`config.mk`:
```
export PLATFORM = sky130hd
export DESIGN_NAME = mem_stage_lsu_flat
export DESIGN_NICKNAME = d
export VERILOG_FILES = /design/src/rtl/mem_stage_lsu_if.sv /design/src/rtl/mem_stage_lsu.sv /design/src/flat_wrapper.sv
export SDC_FILE = /design/constraint.sdc
export NUM_CORES = 1
export LEC_CHECK = 0
export CAP_MARGIN = 20
export CORE_AREA = 2 2 107 120
export CTS_CLUSTER_DIAMETER = 50
export DETAILED_ROUTE_END_ITERATION = 7
export DIE_AREA = 0 0 109 122
export PLACE_DENSITY = 0.76
export SYNTH_ARGS = -nofsm -noshare
export SYNTH_HDL_FRONTEND = slang
export SYNTH_SLANG_ARGS = --single-unit
```
`constraint.sdc`:
```
create_clock -name clk -period 2.95 [get_ports clk]
set_input_delay 0.295 -clock clk [delete_from_list [all_inputs] [get_ports clk]]
set_output_delay 0.295 -clock clk [all_outputs]
set_load 0.05 [all_outputs]
```
`src/rtl/mem_stage_lsu_if.sv`:
```
// Data-memory request/response bundle between the memory-stage LSU
// and a word-addressed data memory.
interface mem_stage_lsu_if #(
  parameter int WIDTH = 32
);
  logic             mem_req;
  logic             mem_we;
  logic [WIDTH-1:0] mem_addr;
  logic [3:0]       mem_be;
  logic [WIDTH-1:0] mem_wdata;
  logic [WIDTH-1:0] mem_rdata;
  logic             mem_ready;

  modport master (
    output mem_req,
    output mem_we,
    output mem_addr,
    output mem_be,
    output mem_wdata,
    input  mem_rdata,
    input  mem_ready
  );

  modport slave (
    input  mem_req,
    input  mem_we,
    input  mem_addr,
    input  mem_be,
    input  mem_wdata,
    output mem_rdata,
    output mem_ready
  );
endinterface

```
`src/rtl/mem_stage_lsu.sv`:
```
// Memory-stage load/store unit: byte/half/word accesses over a
// req/ready word bus, with load extension and pipeline stall.
module mem_stage_lsu #(
  parameter int WIDTH = 32
) (
  input  logic             clk,
  input  logic             rst,
  input  logic             memreadM,
  input  logic             memwriteM,
  input  logic [2:0]       memctrlM,
  input  logic [WIDTH-1:0] aluresultM,
  input  logic [WIDTH-1:0] writedataM,
  output logic [WIDTH-1:0] readdataM,
  output logic             stallM,
  output logic             errM,
  mem_stage_lsu_if.master  mem
);

  typedef enum logic [1:0] {
    IDLE,
    BUSY,
    DONE
  } state_t;

  state_t           state_q, state_d;
  logic             req_q, req_d;
  logic             we_q, we_d;
  logic [WIDTH-1:0] addr_q, addr_d;
  logic [3:0]       be_q, be_d;
  logic [WIDTH-1:0] wdata_q, wdata_d;
  logic [WIDTH-1:0] rdata_q, rdata_d;

  logic             rw;
  logic             bad;
  logic             acc;
  logic [1:0]       lane;
  logic [3:0]       be_c;
  logic [WIDTH-1:0] wdata_c;
  logic [7:0]       rbyte;
  logic [15:0]      rhalf;
  logic [WIDTH-1:0] ext_c;

  assign rw   = memreadM | memwriteM;
  assign lane = aluresultM[1:0];

  always_comb begin
    bad = 1'b0;
    unique case (memctrlM)
      3'b000:  bad = 1'b0;
      3'b001:  bad = lane[0];
      3'b010:  bad = |lane;
      3'b100:  bad = memwriteM;
      3'b101:  bad = memwriteM | lane[0];
      default: bad = 1'b1;
    endcase
  end

  assign errM = rw & bad;
  assign acc  = rw & ~bad;

  always_comb begin
    be_c    = 4'b1111;
    wdata_c = writedataM;
    unique case (memctrlM[1:0])
      2'b00: begin
        be_c    = 4'b0001 << lane;
        wdata_c = {(WIDTH/8){writedataM[7:0]}};
      end
      2'b01: begin
        be_c    = 4'b0011 << {lane[1], 1'b0};
        wdata_c = {(WIDTH/16){writedataM[15:0]}};
      end
      default: begin
        be_c    = 4'b1111;
        wdata_c = writedataM;
      end
    endcase
  end

  // Lane select relies on aluresultM being frozen by stallM.
  assign rbyte = mem.mem_rdata[{lane, 3'b000} +: 8];
  assign rhalf = mem.mem_rdata[{lane[1], 4'b0000} +: 16];

  always_comb begin
    ext_c = mem.mem_rdata;
    unique case (memctrlM)
      3'b000:  ext_c = {{(WIDTH-8){rbyte[7]}}, rbyte};
      3'b001:  ext_c = {{(WIDTH-16){rhalf[15]}}, rhalf};
      3'b100:  ext_c = {{(WIDTH-8){1'b0}}, rbyte};
      3'b101:  ext_c = {{(WIDTH-16){1'b0}}, rhalf};
      default: ext_c = mem.mem_rdata;
    endcase
  end

  always_comb begin
    state_d = state_q;
    req_d   = req_q;
    we_d    = we_q;
    addr_d  = addr_q;
    be_d    = be_q;
    wdata_d = wdata_q;
    rdata_d = rdata_q;
    unique case (state_q)
      IDLE: begin
        if (acc) begin
          req_d   = 1'b1;
          we_d    = memwriteM;
          addr_d  = {aluresultM[WIDTH-1:2], 2'b00};
          be_d    = be_c;
          wdata_d = wdata_c;
          state_d = BUSY;
        end
      end
      BUSY: begin
        if (mem.mem_ready) begin
          req_d   = 1'b0;
          state_d = DONE;
          if (!we_q) rdata_d = ext_c;
        end
      end
      DONE: state_d = IDLE;
      default: state_d = IDLE;
    endcase
  end

  always_ff @(posedge clk or negedge rst) begin
    if (!rst) begin
      state_q <= IDLE;
      req_q   <= 1'b0;
      we_q    <= 1'b0;
      addr_q  <= '0;
      be_q    <= '0;
      wdata_q <= '0;
      rdata_q <= '0;
    end else begin
      state_q <= state_d;
      req_q   <= req_d;
      we_q    <= we_d;
      addr_q  <= addr_d;
      be_q    <= be_d;
      wdata_q <= wdata_d;
      rdata_q <= rdata_d;
    end
  end

  assign stallM = ((state_q == IDLE) & acc) | (state_q == BUSY);

  assign readdataM     = rdata_q;
  assign mem.mem_req   = req_q;
  assign mem.mem_we    = we_q;
  assign mem.mem_addr  = addr_q;
  assign mem.mem_be    = be_q;
  assign mem.mem_wdata = wdata_q;

endmodule
```
`src/flat_wrapper.sv`:
```
// flat-port wrapper written by rule: the top's interface ports become plain ports
module mem_stage_lsu_flat 
#(
  parameter int WIDTH = 32
)
  (clk, rst, memreadM, memwriteM, memctrlM, aluresultM, writedataM, readdataM, stallM, errM, mem_mem_req, mem_mem_we, mem_mem_addr, mem_mem_be, mem_mem_wdata, mem_mem_rdata, mem_mem_ready);
  mem_stage_lsu_if #(.WIDTH(WIDTH)) mem_i ();
  input  logic clk;
  input  logic rst;
  input  logic memreadM;
  input  logic memwriteM;
  input  logic [2:0] memctrlM;
  input  logic [WIDTH-1:0] aluresultM;
  input  logic [WIDTH-1:0] writedataM;
  output logic [WIDTH-1:0] readdataM;
  output logic stallM;
  output logic errM;
  output wire logic [$bits(mem_i.mem_req)-1:0] mem_mem_req;
  output wire logic [$bits(mem_i.mem_we)-1:0] mem_mem_we;
  output wire logic [$bits(mem_i.mem_addr)-1:0] mem_mem_addr;
  output wire logic [$bits(mem_i.mem_be)-1:0] mem_mem_be;
  output wire logic [$bits(mem_i.mem_wdata)-1:0] mem_mem_wdata;
  input wire logic [$bits(mem_i.mem_rdata)-1:0] mem_mem_rdata;
  input wire logic [$bits(mem_i.mem_ready)-1:0] mem_mem_ready;
  assign mem_mem_req = mem_i.mem_req;
  assign mem_mem_we = mem_i.mem_we;
  assign mem_mem_addr = mem_i.mem_addr;
  assign mem_mem_be = mem_i.mem_be;
  assign mem_mem_wdata = mem_i.mem_wdata;
  assign mem_i.mem_rdata = mem_mem_rdata;
  assign mem_i.mem_ready = mem_mem_ready;
  mem_stage_lsu #(.WIDTH(WIDTH)) u_core (.clk(clk), .rst(rst), .memreadM(memreadM), .memwriteM(memwriteM), .memctrlM(memctrlM), .aluresultM(aluresultM), .writedataM(writedataM), .readdataM(readdataM), .stallM(stallM), .errM(errM), .mem(mem_i));
endmodule
```
# After elaboration in Yosys (flattened, before gate mapping)
# Cells that the tools add are included.
# Widths: inputs -> output; s select.
[totals]
ff_bits = 102
input_bits = 104
out_inout_bits = 104
elab_cells = 46
[classes]
eq_ne = 8
n_shift = 4
mux = 10
bitwise = 8
n_reduce_logical = 9
[op_table]
columns = ["op", "n"]
rows = [
  ["$pmux 32 s4", 1],
  ["$pmux 32 s2", 1],
  ["$shiftx 32x6->16", 1],
  ["$shiftx 32x6->8", 1],
  ["$pmux 4 s2", 1],
  ["$eq 3x3->1 const B", 2],
  ["$reduce_and 3->1", 2],
  ["$pmux 1 s5", 1],
  ["$eq 2x1->1 const B", 2],
  ["$logic_not 2->1", 2],
  ["$mux 2", 2],
  ["$pmux 2 s2", 1],
  ["$reduce_and 2->1", 2],
  ["$shl 1x2->4 const A", 1],
  ["$shl 2x2->4 const A", 1],
  ["$and 1x1->1", 3],
  ["$eq 3x1->1 const B", 1],
  ["$eq 3x2->1 const B", 1],
  ["$logic_not 3->1", 1],
  ["$or 1x1->1", 3],
  ["$mux 1", 2],
  ["$ne 2x1->1 const B", 1],
  ["$ne 2x2->1 const B", 1],
  ["$not 1->1", 2],
  ["3 further kinds", 3],
]

# Logic depth before layout (Yosys ltp)
[depth]
word_depth = 6
mapped_depth = 7

# Least setup slack after synthesis
# No wires, ideal clock.
[synth_path]
kind = "input to output"
startpoint = "input aluresultM[0]"
endpoint = "output stallM"
t_arrival_ps = 1641
t_required_ps = 2655
slack_ps = 1014
cell_stages = 6
path_cell_list = "buf_2 > a221oi_2 > o221ai_2 > buf_6 > clkbuf_1 > nand2_1"
[synth_between]
elab_chain_len = 6
elab_cells_between_ends = 7
cone_classes = "mux: 1; bitwise: 5; reduce/logical: 1"
[synth_rtl]
columns = ["element", "line_no", "source"]
rows = [
  ["from (decl)", "flat_wrapper.sv:13", "input logic [WIDTH-1:0] aluresultM;"],
  ["$or 1x1->1 or $reduce_or 2->1 (tied branches)", "mem_stage_lsu.sv:53, mem_stage_lsu.sv:51", ""],
  ["$pmux 1 s5 *", "mem_stage_lsu.sv:48", "unique case (memctrlM)"],
  ["$not 1->1 *", "mem_stage_lsu.sv:59", "assign acc = rw & ~bad;"],
  ["$and 1x1->1 *", "mem_stage_lsu.sv:59", ""],
  ["$and 1x1->1 *", "mem_stage_lsu.sv:146", "assign stallM = ((state_q == IDLE) & acc) | (state_q == BUSY);"],
  ["$or 1x1->1 *", "mem_stage_lsu.sv:146", ""],
  ["to (decl)", "flat_wrapper.sv:16", "output logic stallM;"],
]
# Mark *: on every way between the ends. The rest lies on a longest branch, timed or not.

# Worst setup path after layout
# Same ends and word-level chain as after synthesis.

==> results.json <==
{
  "finalSetupViolCount": 0,
  "synthCells": 434,
  "die-width_um": 109,
  "yosys_register_bits": 102,
  "synthToLayoutAreaGrowth_pct": 52.97,
  "synth_top_area_share_pct": 53.78,
  "cts_root_buf": "clkbuf_16",
  "ctsHoldBuffers": 0,
  "max_stage_delay_ps": 590,
  "peakVddDrop_mv": 0.6415,
  "cp-start-kind": "input port",
  "grt_max_degree": 80,
  "gp_congestion": 0.8146,
  "cts_resized": 0,
  "max_freq_mhz": 432.9,
  "htreeDepth": 3,
  "ys_async_sr_fraction_pct": 100.0,
  "clock_sinks": 102,
  "wire_per_inst_um": 17.51,
  "required_ps": 2650,
  "fin_nets": 734,
  "die_h_um": 122,
  "antenna_found_initial": 0,
  "synth_edf_count": 0,
  "synth_top_area_cell": "dfrtp_1",
  "fin_crit_ps": 2310,
  "p_per_area_mw_per_mm2": 1056,
  "end_kind": "output port",
  "drc": 0,
  "synthTopCellsByCount": "102 x dfrtp_1, 65 x nand2_1, 41 x o21ai_0",
  "stdcell_area_mm2": 0.007259,
  "numCtsBuffers": 9,
  "grt_pass1_wl_um": 21280,
  "ys_seq_area_share_pct": 53.78,
  "p_leak_nw": 3.141,
  "cp_max_fo": 79,
  "n_antenna_cell": 0,
  "synthFlopType": "dfrtp_1",
  "min_period_over_period_pct": 78.30,
  "outcome": "complete, no violations",
  "ant_nets": 0,
  "fin_tns_setup_ps": 0,
  "hold_path_class": "in -> async",
  "synth_most_common_cell": "dfrtp_1",
  "io_pins": 208,
  "synthTopCellsByArea": "dfrtp_1 54%, mux2_2 8.5%, mux2i_1 7.4%, nand2_1 5.1%, o21ai_0 4.3%",
  "power_mw": 7.665,
  "num_vias": 4156,
  "cp_cell_sequence": "clkdlybuf4s50_1, a221oi_2, o221ai_4, buf_12, nand2_1, buf_4",
  "cp_top_family": "buffers and inverters",
  "drv_cap": 0,
  "cts.reportedPaths.clkPinSlew_ps": 80,
  "coreArea_mm2": 0.01221,
  "critPathKind": "in -> out",
  "fin_util_pct": 59.44,
  "path_buf_inv": 3,
  "ys_warn_count": 0,
  "drtIter0Drc": 196,
  "grt_pass1_vias": 4193,
  "worst_pin_slew_ps": 918.5,
  "clk_latency_ps": 340,
  "vias_per_cell": 5.247,
  "cts_tree": "yes",
  "initial_core_util_pct": 38.86,
  "drive_above_1_share_pct": 12.60,
  "final_max_slew_viol_count": 0,
  "rsz0062_at_grt": "no",
  "rows": 43,
  "die_area_mm2": 0.01330,
  "cts_setup_buffers": 0,
  "port_buffers": 205,
  "wl_um": 13870,
  "crit_path_top_delay_cell": "clkdlybuf4s50_1",
  "postPlaceCellArea_mm2": 0.006947,
  "finClkSkew_ps": 9.159,
  "ys_types": 41,
  "grt_overflow": 0,
  "critPathArrivalTime_ps": 2010,
  "gr-usage-all-layers_pct": 20.89,
  "dp_hpwl_um": 10390,
  "relSlewSlack_pct": 38.77,
  "hold_viol_final": 0,
  "drt-pass1-iter-count": 5,
  "cts.path.max_buffers": 2,
  "synth.avg_cell_area_um2": 10.94,
  "syn-cell-area_mm2": 0.004746
}
cell families (layout without fill, tap and decap cells):
group | Yosys count | after routing | synth area share, %
mux | 76 | 76 | 17.51
buf+inv | 39 | 239 | 4.034
other cells | 1 | 2 | 0.07902
simple gates | 131 | 131 | 12.68
compound gates | 85 | 85 | 11.92
flops | 102 | 102 | 53.78
where the power goes:
| part | switching (mW) | internal, mW |
|---|---|---|
| Sequential | 0.322 | 1.95 |
| Combinational | 2.71 | 1.44 |
| Clock | 0.569 | 0.680 |
layer usage:
layer	wire, um	up-vias	global-route usage [%]
li1	-	1944	-
met1	5526	1996	25.50
met2	6887	194	35.09
met3	1148	22	4.976
met4	305	0	8.894
met5	0	-	0
worst register-to-register path: stages, from the launching register on:
cell	delay [ps]
dfrtp_1	400
nand4bb_1	290
a31oi_1	570
a31oi_1	170
stage by stage:
| stage | instances | hold WS (ps) | worst slack (ps) |
|---|---|---|---|
| 5_1_grt | 792 | 138.0 | 530.4 |
| 4_1_cts | 792 | 102.5 | 618.7 |
| 2_1_floorplan | 435 | -0.5911 | 1014 |
| 6_report | 792 | 44.37 | 640.1 |
| 3_3_place_gp | 776 | 461.8 | 641.9 |
| 3_5_place_dp | 776 | 463.3 | 543.6 |
sequential cells by signal, summed over array words and instances, names as in the netlist:
register              cells
u_core.readdataM         32
u_core.mem.mem_be         4
u_core.mem.mem_wdata     32
u_core.mem.mem_addr      30
u_core.state_q            2
u_core.mem.mem_we         1
u_core.mem.mem_req        1
worst paths after layout:
check                                                    start                                    to  slack (ps)  depth (start not counted)
worst max-delay path                             aluresultM[0]                                stallM         640                          6
min in group clk                u_core.mem.mem_req$_DFFE_PN0P_        u_core.mem.mem_req$_DFFE_PN0P_         480                          2
max in group asynchronous                                  rst   u_core.mem.mem_addr[11]$_DFFE_PN0P_        2040                          2
worst max register to register   u_core.mem.mem_we$_DFFE_PN0P_      u_core.readdataM[12]$_DFFE_PN0P_        1350                          3
worst min register to register  u_core.mem.mem_req$_DFFE_PN0P_        u_core.mem.mem_req$_DFFE_PN0P_         480                          2
worst min-delay path                                       rst  u_core.mem.mem_wdata[14]$_DFFE_PN0P_          40                          1
final cells by class:
type | instances | area, um2
fillers | 1026 | 4954
flip-flops and latches | 102 | 2552
repair buffers | 218 | 2162
multi-input cells | 294 | 2017
clock buffers | 9 | 225.2
well taps | 157 | 196.4
clock inverters | 7 | 87.58
inverters | 5 | 18.77
layout by cell type (no fill, tap or decap), drive strengths merged, types with 9 or more instances in the layout:
cell type,count
o21ai,41
clkdlybuf4s50,201
clkbuf,9
nand3,34
nor2,17
nand2,65
inv,9
buf,17
mux2i,35
dfrtp,102
mux2,41
No activity file was read; power rests on OpenSTA's default activity.
